[config.mk]
export PLATFORM = sky130hd
export DESIGN_NAME = adder_share_arb
export DESIGN_NICKNAME = d
export VERILOG_FILES = /design/src/rtl/adder_arb_pkg.sv /design/src/rtl/pipe_add.sv /design/src/rtl/adder_share_arb.sv
export SDC_FILE = /design/constraint.sdc
export NUM_CORES = 1
export LEC_CHECK = 0
export BUFFER_PORTS_ARGS = -buffer_cell sky130_fd_sc_hd__buf_2
export CAP_MARGIN = 20
export CORE_MARGIN = 5
export CORE_UTILIZATION = 55
export DETAILED_ROUTE_END_ITERATION = 12
export PLACE_DENSITY = 0.81
export SLEW_MARGIN = 15
export SYNTH_ARGS = -nofsm -noshare
export SYNTH_HDL_FRONTEND = slang
export SYNTH_SLANG_ARGS = --single-unit
[constraint.sdc]
create_clock -name clk -period 7 [get_ports clk]
set_clock_uncertainty 0.1 [all_clocks]
set_input_delay 1.05 -clock clk [delete_from_list [all_inputs] [get_ports clk]]
set_output_delay 1.05 -clock clk [all_outputs]
set_load 0.005 [all_outputs]
[src/rtl/adder_arb_pkg.sv]
// Shared types and helpers for the two-port shared-adder arbiter.
package adder_arb_pkg;

  // Number of requesters sharing the adder.
  localparam int NPORT = 2;

  // Operand width carried by a pipeline stage. Both adder_share_arb and
  // pipe_add take WIDTH from this value by default, and WIDTH must stay
  // equal to it, because stage_t carries the operands at this width.
  localparam int STAGE_W = 4;

  // One pipeline stage: operand set, issuing port and occupancy flag.
  typedef struct packed {
    logic [STAGE_W-1:0] a;
    logic [STAGE_W-1:0] b;
    logic               cin;
    logic               tag;
    logic               v;
  } stage_t;

  // Round-robin pointer update. After a grant, the other port gets
  // priority. With no grant, the pointer holds.
  function automatic logic rr_next(input logic ptr, input logic [NPORT-1:0] grant);
    logic nxt;
    nxt = ptr;
    if (grant[0]) begin
      nxt = 1'b1;
    end else if (grant[1]) begin
      nxt = 1'b0;
    end
    return nxt;
  endfunction

endpackage

[src/rtl/pipe_add.sv]
// LAT-stage registered adder. The tag and valid bits travel with the operands.
// The sum is formed after the last register. A hold register keeps the
// sum/cout outputs at their last valid value between results.
module pipe_add
  import adder_arb_pkg::*;
#(
  parameter int WIDTH = STAGE_W,
  parameter int LAT   = 2
) (
  input  logic             clk,
  input  logic             rst_n,
  input  stage_t           stage_i,
  output logic             rsp_v_o,
  output logic             rsp_tag_o,
  output logic [WIDTH-1:0] rsp_sum_o,
  output logic             rsp_cout_o
);

  stage_t           st_q [LAT];
  logic [WIDTH:0]   full_sum;
  logic [WIDTH:0]   hold_q;

  // Shift register. Stage 0 loads every cycle, so a cycle with no accept
  // inserts a bubble. Reset clears only the valid bits.
  always_ff @(posedge clk or negedge rst_n) begin
    if (!rst_n) begin
      for (int k = 0; k < LAT; k++) begin
        st_q[k].v <= 1'b0;
      end
    end else begin
      st_q[0] <= stage_i;
      for (int k = 1; k < LAT; k++) begin
        st_q[k] <= st_q[k-1];
      end
    end
  end

  // Full-width sum of the last stage. Bit WIDTH is the carry-out.
  always_comb begin
    full_sum = {1'b0, st_q[LAT-1].a} + {1'b0, st_q[LAT-1].b}
             + {{WIDTH{1'b0}}, st_q[LAT-1].cin};
  end

  // Remember the most recent valid result so the outputs hold between results.
  always_ff @(posedge clk or negedge rst_n) begin
    if (!rst_n) begin
      hold_q <= '0;
    end else if (st_q[LAT-1].v) begin
      hold_q <= full_sum;
    end
  end

  assign rsp_v_o    = st_q[LAT-1].v;
  assign rsp_tag_o  = st_q[LAT-1].tag;
  assign rsp_sum_o  = st_q[LAT-1].v ? full_sum[WIDTH-1:0] : hold_q[WIDTH-1:0];
  assign rsp_cout_o = st_q[LAT-1].v ? full_sum[WIDTH]     : hold_q[WIDTH];

endmodule

[src/rtl/adder_share_arb.sv]
// Two-port round-robin front end for one shared pipelined adder.
// The issuing port travels with each operation, so each result is
// steered back only to the port that issued it.
module adder_share_arb
  import adder_arb_pkg::*;
#(
  parameter int WIDTH = STAGE_W,
  parameter int LAT   = 2
) (
  input  logic             clk,
  input  logic             rst_n,
  input  logic [1:0]       req_valid,
  output logic [1:0]       req_ready,
  input  logic [WIDTH-1:0] req_a0,
  input  logic [WIDTH-1:0] req_b0,
  input  logic             req_cin0,
  input  logic [WIDTH-1:0] req_a1,
  input  logic [WIDTH-1:0] req_b1,
  input  logic             req_cin1,
  output logic [1:0]       rsp_valid,
  output logic [WIDTH-1:0] rsp_sum,
  output logic             rsp_cout,
  output logic [3:0]       inflight,
  output logic             idle
);

  logic       ptr_q, ptr_d;
  logic [3:0] inflight_q, inflight_d;
  logic [1:0] gnt;
  logic       accept;
  stage_t     stage_in;
  logic       pipe_v;
  logic       pipe_tag;

  // Grant: a lone requester wins. On contention, the pointer picks the port.
  always_comb begin
    gnt = 2'b00;
    case (req_valid)
      2'b01:   gnt = 2'b01;
      2'b10:   gnt = 2'b10;
      2'b11:   gnt = ptr_q ? 2'b10 : 2'b01;
      default: gnt = 2'b00;
    endcase
  end

  assign req_ready = gnt;
  assign accept    = |gnt;

  // Steer the granted port's operands into the pipeline entry.
  always_comb begin
    stage_in     = '0;
    stage_in.v   = accept;
    stage_in.tag = gnt[1];
    stage_in.a   = gnt[1] ? req_a1   : req_a0;
    stage_in.b   = gnt[1] ? req_b1   : req_b0;
    stage_in.cin = gnt[1] ? req_cin1 : req_cin0;
  end

  pipe_add #(
    .WIDTH (WIDTH),
    .LAT   (LAT)
  ) u_pipe (
    .clk        (clk),
    .rst_n      (rst_n),
    .stage_i    (stage_in),
    .rsp_v_o    (pipe_v),
    .rsp_tag_o  (pipe_tag),
    .rsp_sum_o  (rsp_sum),
    .rsp_cout_o (rsp_cout)
  );

  // Next pointer and occupancy. An accept and an exit on the same edge cancel.
  always_comb begin
    ptr_d      = rr_next(ptr_q, gnt);
    inflight_d = inflight_q;
    if (accept && !pipe_v) begin
      inflight_d = inflight_q + 4'd1;
    end else if (!accept && pipe_v) begin
      inflight_d = inflight_q - 4'd1;
    end
  end

  // Pointer and occupancy registers.
  always_ff @(posedge clk or negedge rst_n) begin
    if (!rst_n) begin
      ptr_q      <= 1'b0;
      inflight_q <= 4'd0;
    end else begin
      ptr_q      <= ptr_d;
      inflight_q <= inflight_d;
    end
  end

  // Response demux: strobe only the port named by the exiting tag.
  for (genvar gi = 0; gi < NPORT; gi++) begin : g_rsp
    assign rsp_valid[gi] = pipe_v && (pipe_tag == 1'(gi));
  end

  assign inflight = inflight_q;
  assign idle     = (inflight_q == 4'd0) && (req_valid == 2'b00);

endmodule

# Word level (Yosys, flattened, before mapping)
# Index checks and enable logic that the tools add are counted.
# word_totals
register_bits	32
latch_bits	0
ram_bits	0
rom_bits	0
inputBits	22
out_inout_bits	14
word_cells	44
n_memories	0
# classes
n_addsub	4
n_mul	0
div	0
n_lt_le_gt_ge	0
eq_ne	3
shift	0
mux	11
n_bitwise	1
n_reduce_logical	12
# ops
op	n
2-to-1 mux 4 bit	5
one-hot mux 2 bit (3 select lines)	1
adder 4 x 4 -> 5 bit	1
adder 5 x 1 -> 5 bit	1
logical AND 1 bit	5
adder 4 x 1 -> 4 bit (second input constant)	1
== test 2 bit (second input constant)	2
logical NOT 4 bit	1
2-to-1 mux 1 bit	4
nonzero test 2 bit	2
subtractor 4 x 1 -> 4 bit (second input constant)	1
== test 2 x 1 -> 1 bit (second input constant)	1
logical NOT 1 bit	2
logical NOT 2 bit	1
2-to-1 mux 2 bit	1
OR reduction 2 bit	1
NOT 1 bit	1

# Depth between registers and ports, before layout
# logic_depth
word_depth	7
depth_mapped	8
depth_no_buf	7

# Modules after synthesis
# From an unflattened synthesis, not the netlist that was laid out.
# unflattened
cells_unflattened	107
area_unflattened_um2	1514.0
# modules_own_cells
module	n_inst	cells_each	area_each_um2
pipe_add	1	54	1003.5
adder_share_arb	1	53	510.5

# Least setup slack after synthesis
# No wires, ideal clock.
# synth_path
path_type	input port to flip-flop
from	input port req_valid[1]
to	register inflight_q[3] (netlist: inflight[3])
setup_ps	129
arrival_ps	2694
path_slack_ps	4078
stages	7
path_buffers	0
cell_sequence	or2_2 > ha_1 > inv_1 > ha_1 > or4_4 > o211ai_2 > o211ai_2
# synth_between
elab_chain_cells	6
# synth_lines
item	line	text
from (decl)	adder_share_arb.sv:12	input logic [1:0] req_valid,
== test 2 bit or == test 2 x 1 -> 1 bit (tied branches)	adder_share_arb.sv:38	case (req_valid)
one-hot mux 2 bit (3 select lines) *	adder_share_arb.sv:38	
OR reduction 2 bit *	adder_share_arb.sv:47	assign accept = |gnt;
logical NOT 1 bit	adder_share_arb.sv:78	end else if (!accept && pipe_v) begin
logical AND 1 bit	adder_share_arb.sv:78	
nonzero test 2 bit (no source line)	--	
to (signal assigned)	adder_share_arb.sv:90	inflight_q <= inflight_d;
to (decl)	adder_share_arb.sv:28	logic [3:0] inflight_q, inflight_d;
# Mark *: on every way between the ends. The rest lies on a longest branch, timed or not.
# A chain may end at the register's enable or synchronous reset.

# Worst setup path after layout
# layout_path
from	register u_pipe.st_q[2] (netlist name)
to	output port rsp_sum[1]
# layout_between
elab_chain_cells	2
# layout_lines
item	line	text
from (decl)	pipe_add.sv:19	stage_t st_q [LAT];
from (signal, indexed assignment)	pipe_add.sv:33	st_q[k] <= st_q[k-1];
adder 5 x 1 -> 5 bit	pipe_add.sv:41	+ {{WIDTH{1'b0}}, st_q[LAT-1].cin};
2-to-1 mux 4 bit	pipe_add.sv:55	assign rsp_sum_o = st_q[LAT-1].v ? full_sum[WIDTH-1:0] : hold_q[WIDTH-1:0];
to (decl)	adder_share_arb.sv:21	output logic [WIDTH-1:0] rsp_sum,
# No other way between the ends.

==> impl_metrics.json <==
{
  "path_clk_slew_ps": 100,
  "synth-edff-count": 20,
  "netSwitchingFraction": 0.2837,
  "async_flop_share": 0.3750,
  "syn_area_per_cell_um2": 14.17,
  "finalHoldViolCount": 0,
  "cp-end-kind": "output port",
  "pwr-share-clk": 0.261,
  "dp_cells": 166,
  "p_seq_frac": 0.492,
  "die_w_um": 62.01,
  "cts-resized-gates": 0,
  "final_cells": 174,
  "htreeDepth": 2,
  "finalSetupTns_ps": 0,
  "drt_iter0_markers": 33,
  "synthToLayoutAreaGrowth_pct": 18.00,
  "finalSetupViolations": 0,
  "postCtsSetupRepairBufs": 0,
  "drv_slew": 0,
  "num-fill-cells": 198,
  "insertion_delay_ps": 330,
  "hold_buffers": 0,
  "wl_per_cell_um": 15.09,
  "avgViaCountPerCell": 5.546,
  "powerDensity_mw_per_mm2": 295.3,
  "ys_types": 32,
  "syn_inst": 105,
  "switchingPower_uw": 147.1,
  "grt_max_degree": 33,
  "min_path_type": "flip-flop to flip-flop",
  "critPathKind": "flip-flop to output port",
  "rsz0062_at_grt": "no",
  "period_needed_ps": 3191,
  "vias": 965,
  "crit_arrival_ps": 2040,
  "synth_area_leaders": "edfxtp_1 (40%), dfrtp_1 (20%), mux2_2 (9.1%), ha_1 (5.0%), fa_1 (4.0%)",
  "numClockSinks": 32,
  "numCtsBuffers": 5,
  "cts_root_buf": "clkbuf_4",
  "initial_core_util": 0.5898,
  "worstSetupStartpointType": "flip-flop",
  "antenna_cells": 0,
  "finalWeightedCongestion": 0.7786,
  "yosysWarnings": 0,
  "crit_top_cell": "fa_1",
  "cp_slowest_cell": "fa_1",
  "slew_headroom": 0.5354,
  "cp.required_ps": 5850,
  "grt_pass1_vias": 1027,
  "dp_hpwl_um": 1982,
  "die-area_mm2": 0.003845,
  "ys_ff_latch": 32,
  "p_int_uw": 371.4,
  "mappedNetlistNets": 136,
  "crit_path_max_incr_delay_ps": 460,
  "final_nets": 174,
  "crit_chain": "fa_1, inv_1, fa_1, o21ai_0, buf_2",
  "yosys.area.top_type": "edfxtp_1",
  "coreArea_mm2": 0.002522,
  "port_buffers": 35,
  "period_share": 0.4558,
  "drv_cap": 0,
  "tightest_slew_ps": 696.9,
  "crit_fanout": 2,
  "p_leak_uw": 0.0007647,
  "rows": 18,
  "power_frac_comb": 0.247,
  "wirelength_um": 2625,
  "cts_tree": "done",
  "grt_pass1_wl_um": 4312,
  "ant_nets": 0,
  "remaining_drc_errors": 0,
  "peakVddDrop_v": 0.0002222,
  "final_layout_size_suffix_gt1_frac": 0.4167,
  "clockBufferDepth": 2,
  "dr.pass1.iters": 4,
  "antenna_found_initial": 0,
  "synth_top_cell_area_share": 0.4037,
  "die_y_um": 62.01,
  "ys.flop_type": "edfxtp_1",
  "overflow": 0,
  "place_ws_ps": 3800,
  "grt_usage": 0.1598,
  "status": "finished, final reports clean",
  "ioPinCount": 36,
  "syn_area_mm2": 0.001488,
  "seq_area_frac_synth": 0.6056,
  "setup_slack_ps": 3809,
  "holdWs_ps": 261.4,
  "max_freq_mhz": 313.4
}
## cell type report
class                      instances  area [um^2]  share of cell area
clock buffer                       5        37.54             0.02138
sequential                        32        900.9              0.5132
inverter                           8        30.03             0.01711
timing repair buffer              35        175.2             0.09979
clock inverter                     3        42.54             0.02423
multi-input combinational         61        531.8              0.3029
tap                               30        37.54             0.02138
## sequential cells by signal, indices dropped and copies added (netlist names)
register	count
u_pipe.hold_q	5
u_pipe.rsp_tag_o	1
ptr_q	1
u_pipe.rsp_v_o	1
inflight	4
u_pipe.st_q	20
## per-layer routing
metal / up-vias / GRT usage / wire (um)
li1: 453 / - / -
met1: 463 / 0.1763 / 1028
met2: 41 / 0.2678 / 1347
met3: 8 / 0.07025 / 201
met4: 0 / 0.06667 / 46
met5: - / 0 / 0
## synth_stat cells, types with 2 or more instances
cell type	instances
nand2_1	4
xnor2_1	3
ha_1	6
o21ai_0	4
dfrtp_1	12
inv_1	8
edfxtp_1	20
nor2b_1	2
buf_2	2
nand3_1	4
buf_4	2
fa_1	3
a21oi_1	2
nor2_1	3
mux2_2	12
o211ai_2	2
## critical path: cells and delay by family (launching register included)
kind / cells / cell delay (ps)
flip-flops: 1 / 410
buffers and inverters: 2 / 240
AO/OA/AOI/OAI: 1 / 210
adder cells (fa/ha/maj): 2 / 860
## worst paths after layout
| kind | from | end | slack, ps | depth (start not counted) |
|---|---|---|---|---|
| worst max-delay path | u_pipe.st_q[2]$_DFFE_PP_ | rsp_sum[1] | 3810 | 5 |
| worst min-delay path | u_pipe.st_q[11]$_DFF_PN0_ | u_pipe.rsp_v_o$_DFF_PN0_ | 260 | 0 |
| worst max register to register | u_pipe.rsp_v_o$_DFF_PN0_ | inflight[3]$_DFFE_PN0P_ | 4520 | 7 |
| worst min register to register | u_pipe.st_q[11]$_DFF_PN0_ | u_pipe.rsp_v_o$_DFF_PN0_ | 260 | 0 |
| max in group asynchronous | rst_n | u_pipe.hold_q[2]$_DFFE_PN0P_ | 5690 | 1 |
| min in group asynchronous | rst_n | ptr_q$_DFFE_PN0N_ | 660 | 1 |
## cell families (layout without fill, tap and decap cells)
logic type | after synthesis | in the layout | share of synthesized area
buffers and inverters | 12 | 51 | 0.03700
and+or+nand+nor | 22 | 22 | 0.08159
xor gates and xnor gates | 3 | 3 | 0.01767
adders and majority gates | 9 | 9 | 0.09083
DFF | 32 | 32 | 0.6056
AOI/OAI and AO/OA | 14 | 14 | 0.06981
muxes | 13 | 13 | 0.09756
## metrics by stage
stage | area, um^2 | util | total power [uW]
after floorplan | 1488 | - | 337.7
after global placement | 1675 | 0.6642 | 376.8
after detailed placement | 1675 | 0.6642 | 387.6
after CTS | 1755 | 0.6959 | 523.9
after global routing | 1755 | 0.6959 | 551.5
final | 1755 | 0.6959 | 518.4
## cells in the final DEF (no fill, tap or decap), types with 2 or more instances in the layout
cell type and count:
nor2b_1 2, clkbuf_4 5, xnor2_1 3, ha_1 6, dfrtp_1 12, fa_1 3, o21ai_0 4, nand3_1 4
nor2_1 3, mux2_2 12, nand2_1 4, edfxtp_1 20, o211ai_2 2, inv_1 8, a21oi_1 2, buf_2 35
## power groups by stage
| stage | Sequential (uW) | Combinational [uW] | Clock [uW] |
|---|---|---|---|
| 5_1_grt | 260 | 144 | 148 |
| 3_5_place_dp | 259 | 129 | 0 |
| 4_1_cts | 255 | 129 | 140 |
| 6_report | 255 | 128 | 135 |
| 2_1_floorplan | 254 | 84.0 | 0 |
| 3_3_place_gp | 256 | 121 | 0 |
Note: power is estimated with default switching activity, not from simulation.
